--- config.mk ---
export PLATFORM = sky130hd
export DESIGN_NAME = serial_mag_compare_ctrl
export DESIGN_NICKNAME = d
export VERILOG_FILES = /design/src/rtl/serial_mag_compare_ctrl_pkg.sv /design/src/rtl/serial_mag_compare_ctrl_comparator_two.sv /design/src/rtl/serial_mag_compare_ctrl.sv
export SDC_FILE = /design/constraint.sdc
export NUM_CORES = 1
export LEC_CHECK = 0
export CAP_MARGIN = 10
export CORE_AREA = 2 2 51 53
export DETAILED_ROUTE_END_ITERATION = 8
export DIE_AREA = 0 0 53 55
export GPL_TIMING_DRIVEN = 0
export HOLD_SLACK_MARGIN = 0.02
export PLACE_DENSITY = 0.79
export SYNTH_ARGS = -nofsm -noshare
export SYNTH_HDL_FRONTEND = slang
export SYNTH_SLANG_ARGS = --single-unit
--- constraint.sdc ---
create_clock -name i_clk -period 3 [get_ports i_clk]
set_clock_uncertainty 0.15 [all_clocks]
set_input_delay 0.6 -clock i_clk [delete_from_list [all_inputs] [get_ports i_clk]]
set_output_delay 0.6 -clock i_clk [all_outputs]
set_load 0.02 [all_outputs]
--- src/rtl/serial_mag_compare_ctrl_pkg.sv ---
// Shared constants for the digit-serial magnitude compare controller:
// state encoding, digit width and a width helper for the digit index.
package serial_mag_compare_ctrl_pkg;

   localparam int DIGIT_W = 2;

   typedef enum logic [1:0] {
      IDLE    = 2'd0,
      COMPARE = 2'd1,
      DONE    = 2'd2
   } state_t;

   // Bits needed to index n items, never less than one bit.
   function automatic int clog2_min1(input int n);
      int r;
      r = 0;
      for (int i = 0; i < 31; i++) begin
         if ((1 << i) < n) r = i + 1;
      end
      if (r < 1) r = 1;
      return r;
   endfunction

endpackage

--- src/rtl/serial_mag_compare_ctrl_comparator_two.sv ---
// The existing 2-bit unsigned magnitude comparator; exactly one output is high.
module comparatorTwo (
   input  logic [1:0] a,
   input  logic [1:0] b,
   output logic       gt,
   output logic       lt,
   output logic       eq
);

   assign gt = (a > b);
   assign lt = (a < b);
   assign eq = (a == b);

endmodule

--- src/rtl/serial_mag_compare_ctrl.sv ---
// Digit-serial unsigned magnitude compare: walks one 2-bit comparator over the
// latched operands MSB digit first and stops at the first unequal digit.
//
// state   | meaning
// IDLE    | waiting for i_start; result flags hold the last outcome
// COMPARE | comparing digit d of the latched operands, one digit per clock
// DONE    | o_done pulse for one cycle, then back to IDLE
module serial_mag_compare_ctrl
   import serial_mag_compare_ctrl_pkg::*;
#(
   parameter int WIDTH = 8
) (
   input  logic             i_clk,
   input  logic             i_rst,
   input  logic             i_start,
   input  logic [WIDTH-1:0] i_A,
   input  logic [WIDTH-1:0] i_B,
   output logic             o_busy,
   output logic             o_done,
   output logic             o_GT,
   output logic             o_LT,
   output logic             o_EQ
);

   localparam int NDIG = WIDTH / DIGIT_W;
   localparam int DW   = clog2_min1(NDIG);

   state_t                 state;
   logic [WIDTH-1:0]       a_reg;
   logic [WIDTH-1:0]       b_reg;
   logic [DW-1:0]          dig_idx;
   logic [DIGIT_W-1:0]     a_dig;
   logic [DIGIT_W-1:0]     b_dig;
   logic                   cmp_gt;
   logic                   cmp_lt;
   logic                   cmp_eq;

   always_comb begin
      a_dig = '0;
      b_dig = '0;
      for (int i = 0; i < NDIG; i++) begin
         if (dig_idx == DW'(i)) begin
            a_dig = a_reg[i*DIGIT_W +: DIGIT_W];
            b_dig = b_reg[i*DIGIT_W +: DIGIT_W];
         end
      end
   end

   comparatorTwo u_cmp (
      .a  (a_dig),
      .b  (b_dig),
      .gt (cmp_gt),
      .lt (cmp_lt),
      .eq (cmp_eq)
   );

   always_ff @(posedge i_clk) begin
      if (i_rst) begin
         state   <= IDLE;
         a_reg   <= '0;
         b_reg   <= '0;
         dig_idx <= '0;
         o_busy  <= 1'b0;
         o_done  <= 1'b0;
         o_GT    <= 1'b0;
         o_LT    <= 1'b0;
         o_EQ    <= 1'b0;
      end else begin
         case (state)
            IDLE: begin
               o_done <= 1'b0;
               if (i_start) begin
                  a_reg   <= i_A;
                  b_reg   <= i_B;
                  dig_idx <= DW'(NDIG - 1);
                  o_GT    <= 1'b0;
                  o_LT    <= 1'b0;
                  o_EQ    <= 1'b0;
                  o_busy  <= 1'b1;
                  state   <= COMPARE;
               end
            end
            COMPARE: begin
               // digit 0 always leaves COMPARE, so dig_idx never underflows
               if (cmp_gt) begin
                  o_GT   <= 1'b1;
                  o_done <= 1'b1;
                  state  <= DONE;
               end else if (cmp_lt) begin
                  o_LT   <= 1'b1;
                  o_done <= 1'b1;
                  state  <= DONE;
               end else if (cmp_eq && (dig_idx == '0)) begin
                  o_EQ   <= 1'b1;
                  o_done <= 1'b1;
                  state  <= DONE;
               end else begin
                  dig_idx <= dig_idx - 1'b1;
               end
            end
            DONE: begin
               o_done <= 1'b0;
               o_busy <= 1'b0;
               state  <= IDLE;
            end
            default: begin
               o_done <= 1'b0;
               o_busy <= 1'b0;
               state  <= IDLE;
            end
         endcase
      end
   end

endmodule

### After elaboration in Yosys (flattened, before gate mapping)

Cells that the tools add are included.

| operators by class | value |
|---|---|
| $add $sub $neg | 1 |
| order comparisons | 2 |
| equality and inequality tests | 13 |
| mux-type cells | 32 |
| bitwise logic cells | 1 |
| reduce and logical (&&, ||, !) cells | 13 |

Operator list:

| operator | number |
|---|---|
| 2-bit two-way mux | 16 |
| 2-bit != test (second input constant) | 7 |
| 1-bit two-way mux | 10 |
| 5-bit AND reduction | 2 |
| 1-bit one-hot mux with 2 select lines | 4 |
| 2-bit one-hot mux with 2 select lines | 2 |
| 2-bit AND reduction | 3 |
| 2-bit by 1-bit equality test with 1-bit output (second input constant) | 2 |
| 2-bit equality test (second input constant) | 2 |
| 2-bit logical NOT | 2 |
| 4-bit != test (second input constant) | 1 |
| 4-bit AND reduction | 1 |
| 3-bit AND reduction | 1 |
| 3-bit nonzero test | 1 |
| 2-bit equality test | 1 |
| 2-bit > comparator | 1 |
| 2-bit less-than comparator | 1 |
| 2-bit nonzero test | 1 |
| 2-bit OR reduction | 1 |
| 2-bit by 1-bit subtractor with 2-bit output (second input constant) | 1 |
| 1-bit logical AND | 1 |
| 1-bit NOT | 1 |

| word-level totals | value |
|---|---|
| register bits | 25 |
| input port bits | 19 |
| output and inout bits | 5 |
| logic and storage cells | 71 |

### Depth between registers and ports, before layout

| depth | value |
|---|---|
| word-level depth | 11 |
| gate-level depth with buffers | 9 |
| mapped depth without buffers | 9 |

### By module

A second synthesis with hierarchy kept.

| second synthesis, totals | value |
|---|---|
| cells, all modules | 149 |
| area, all modules | 1173.6 µm² |

Modules (own cells, without submodules):

| module | times used | cells each | area an instance (µm²) | sequential area each (µm²) |
|---|---|---|---|---|
| serial_mag_compare_ctrl | 1 | 140 | 1111.1 | 500.5 |
| comparatorTwo | 1 | 9 | 62.6 | 0.0 |

### Least setup slack after synthesis

Ideal clock, no wire load.

| path | value |
|---|---|
| path type | reg-to-reg |
| start | reg dig_idx[0] |
| end | reg dig_idx[0] |
| library setup time | 0.095 ns |
| arrival time | 2.325 ns |
| required time | 2.755 ns |
| path slack | 0.429 ns |
| stages on the path, launching flop included | 10 |
| path buffers | 0 |
| period minus slack after synthesis | 2.571 ns |
| path through | dfxtp_1 inv_1 ha_1 nor2b_1 a221oi_1 o31ai_1 ha_1 nand2_1 or4_4 a221oi_1 |

| on the way | value |
|---|---|
| longest elaborated chain between the ends | 9 |
| elaborated cells on any way between the ends | 25 |
| classes of those cells | add/sub (1); order compare (2); eq/ne (7); mux (12); reduce/logical (3) |

RTL lines:

| what | RTL line | source |
|---|---|---|
| from (decl) | serial_mag_compare_ctrl.sv:31 | `logic [DW-1:0] dig_idx;` |
| from (signal assigned) | serial_mag_compare_ctrl.sv:75 | `dig_idx <= DW'(NDIG - 1);` |
| from (signal assigned) | serial_mag_compare_ctrl.sv:98 | `dig_idx <= dig_idx - 1'b1;` |
| 2-bit logical NOT | serial_mag_compare_ctrl.sv:42, serial_mag_compare_ctrl.sv:93 |  |
| 2-bit two-way mux (4 in a row) | serial_mag_compare_ctrl.sv:42 | `if (dig_idx == DW'(i)) begin` |
| 2-bit equality test | serial_mag_compare_ctrl_comparator_two.sv:12 | `assign eq = (a == b);` |
| 1-bit logical AND | serial_mag_compare_ctrl.sv:93 | `end else if (cmp_eq && (dig_idx == '0)) begin` |
| 2-bit != test (no line) | - |  |
| 5-bit AND reduction (no line) | - |  |

Several ways; a longest one is shown, not always the timed one. The select of a mux whose other input is x is not followed.
A chain may end at the register's enable or synchronous reset.

### Final worst setup path

| path | value |
|---|---|
| start | reg dig_idx[0] |
| end | reg dig_idx[1] |

The elaborated chain is that of the path after synthesis.

==> results.cfg <==
[outcome]
status = completed

[critical_path]
cpMaxStageDelayCell = or4_4
cp-startpoint = dig_idx[0]$_SDFFE_PP0P_
r2r_cells = 9
cp_cell_sequence = inv_1, ha_1, nor2b_2, a221oi_2, o31ai_1, ha_1, nand2_1, or4_4, a311oi_1
crit_cells = 9
path_buf_inv = 1
slowest_delay_ns = 0.54
path_delay_family = simple AND/OR/NAND/NOR gates
crit_arrival_ns = 2.91
ff2ff_setup_slack_ns = 0.16
r2r-start = dig_idx[0]$_SDFFE_PP0P_
path_common_cell = ha_1
crit_path_end_kind = register
cp-endpoint = dig_idx[1]$_SDFFE_PP0P_
critPathMaxFanout = 7
required_ns = 3.08
r2r-end = dig_idx[1]$_SDFFE_PP0P_
critPathLaunchType = register
critPathKind = reg -> reg

[power_and_ir_drop]
leakagePower_nw = 0.526
ir_drop_mv = 0.327
power_density_mw_per_mm2 = 544

[synth]
synth_area_per_cell_sq_um = 8.20
ys_ff_latch = 25
synth.distinct_cells = 26
synth_cells = 137
synthTopCellsByArea = dfxtp_1 45%, nand2_1 12%, a21oi_1 9.4%, ha_1 6.7%, nor2b_1 3.3%
syn_nets = 162
ys_seq_area_share_pct = 44.5
syn-cell-area_sq_mm = 0.00112
synth_top_area_cell = dfxtp_1
synth_top_area_share_pct = 44.5
yosys_warnings = 0

[timing]
fin_crit_sh_pct = 94.5
worst-slew-pin-transition_ns = 0.464
fmax_mhz = 353
setup_ws_ns = 0.165
maxSlewHeadroom_pct = 69.1
rsz0062_at_grt = no
period_needed_ns = 2.84
fin_tns_setup_ns = 0
slew_viol_final = 0
setup_viol = 0
hold_viol_final = 0

[routing]
remaining_drc_errors = 0
wl_per_cell_microns = 12.0
drtIter0Drc = 13
ant_nets = 0
first_pass_iters = 5
dr_total_vias = 1010
drt_wl_total_microns = 2320
viasPerCell = 5.23

[floorplanning]
std_cell_rows = 18
die_w_microns = 53
initial_core_util_pct = 47.5
dieArea_sq_mm = 0.00292
die_y_microns = 55
core_sq_mm = 0.00236
io_pins = 24

[grt]
grt.total_usage_pct = 18.3
grt_max_degree = 14
met2_usage_pct = 33.3
grt.busiest_layer = met2
antenna_found_initial = 0
gr-total-overflow = 0
met1_usage_pct = 20.4
grtUsageMet3_pct = 2.96
grt_pass1_vias = 952
grt_pass1_wl_microns = 3880

[placed_design]
port_buffers = 22
gp_congestion = 0.852
dp_slack_ns = 0.127
hpwl_microns = 1740

[clock_tree]
clock_latency_ns = 0.32
cts_tree = built
clk_root_buffer_cell = clkbuf_4
numCtsBuffers = 3
clk_pin_slew_ns = 0.13
cts_sinks = 25
clock_path_buffers = 2
htree_levels = 1
hold_buffers = 0

[cells_and_area]
final_common_cell = nand2_1
mostFrequentLayoutCells = 36 x nand2_1, 24 x dfxtp_1, 22 x clkdlybuf4s50_1, 21 x a21oi_1
syn_to_final_growth_pct = 26.7
final_layout_size_suffix_gt1_share_pct = 7.98
nNetsFinal = 189
n_antenna_cell = 0

[worst_hold_path]
hp-class = reg -> reg

[run]
maxCapViolCount = 0
## tightest hold or removal path: stages (launching register included)
cell and delay (ns):
dfxtp_1 0.33, nand2_1 0.05, a21oi_1 0.05
## stage by stage
step / std cells / utilization (%) / instance area [sq um] / hold slack, ns / power [mW]
floorplan: 137 / - / 1120 / 0.286 / 0.548
global placement: 189 / 58.4 / 1380 / 0.290 / 0.615
detailed placement: 189 / 58.4 / 1380 / 0.298 / 0.625
CTS: 193 / 59.5 / 1410 / 0.316 / 0.769
global route: 193 / 60.2 / 1420 / 0.339 / 0.825
finish: 193 / 60.2 / 1420 / 0.317 / 0.775
## where the power goes
group,switching [mW],leakage (nW),total (mW),internal [mW]
sequential,0.0193,0.206,0.382,0.363
clock,0.0974,0.0150,0.149,0.0520
combinational,0.135,0.306,0.244,0.108
## cells by family after synthesis
| kind of cell | count (synthesis) | synth area share, % |
|---|---|---|
| and+or+nand+nor | 58 | 24.6 |
| adders and majority gates | 6 | 6.68 |
| DFF | 25 | 44.5 |
| AOI/OAI and AO/OA | 34 | 19.2 |
| buffers and inverters | 14 | 5.01 |
## synthesized netlist by cell type
master,n
o31ai_1,2
a221o_1,2
a221oi_1,3
buf_1,1
nor3_1,4
nand2b_4,1
nor2_1,4
or3b_2,1
a21oi_1,21
a22oi_1,2
nand2b_1,1
ha_1,6
o21a_1,1
nor2b_1,6
a311oi_1,1
clkbuf_1,4
nor4_1,2
or4_4,1
nor4b_1,1
o2111ai_1,1
buf_2,3
dfxtp_1,25
inv_1,6
nand2_1,36
nor3b_1,1
o32ai_1,1
## final cells by class
cell class,instances,area [sq um]
fillers,222,941
multi-input cells,98,582
flip-flops and latches,25,502
repair buffers,22,220
well taps,30,37.5
plain buffers,8,33.8
clock buffers,4,26.3
inverters,6,22.5
## timing repair
item / in CTS / in global routing
setup endpoints to repair: 0 / 2
resized for setup: 0 / 4
setup buffers: 0 / 0
## worst min path at each step
stage                          start                     to  slack (ns)  depth (start not counted)
6_report       a_reg[0]$_SDFFE_PP0P_  a_reg[0]$_SDFFE_PP0P_        0.32                          2
5_1_grt            o_GT$_SDFFE_PP0P_      o_GT$_SDFFE_PP0P_        0.34                          2
4_1_cts        b_reg[0]$_SDFFE_PP0P_  b_reg[0]$_SDFFE_PP0P_        0.32                          2
3_5_place_dp   b_reg[0]$_SDFFE_PP0P_  b_reg[0]$_SDFFE_PP0P_        0.30                          2
3_3_place_gp       o_GT$_SDFFE_PP0P_      o_GT$_SDFFE_PP0P_        0.29                          2
2_1_floorplan  a_reg[1]$_SDFFE_PP0P_  a_reg[1]$_SDFFE_PP0P_        0.29                          2
## layer usage
metal / up-vias / share of wire [%]
li1: 521 / -
met5: - / 0
met3: 6 / 2.9
met1: 463 / 45
met4: 0 / 1.7
met2: 20 / 50
No activity file was read; power rests on OpenSTA's default activity.
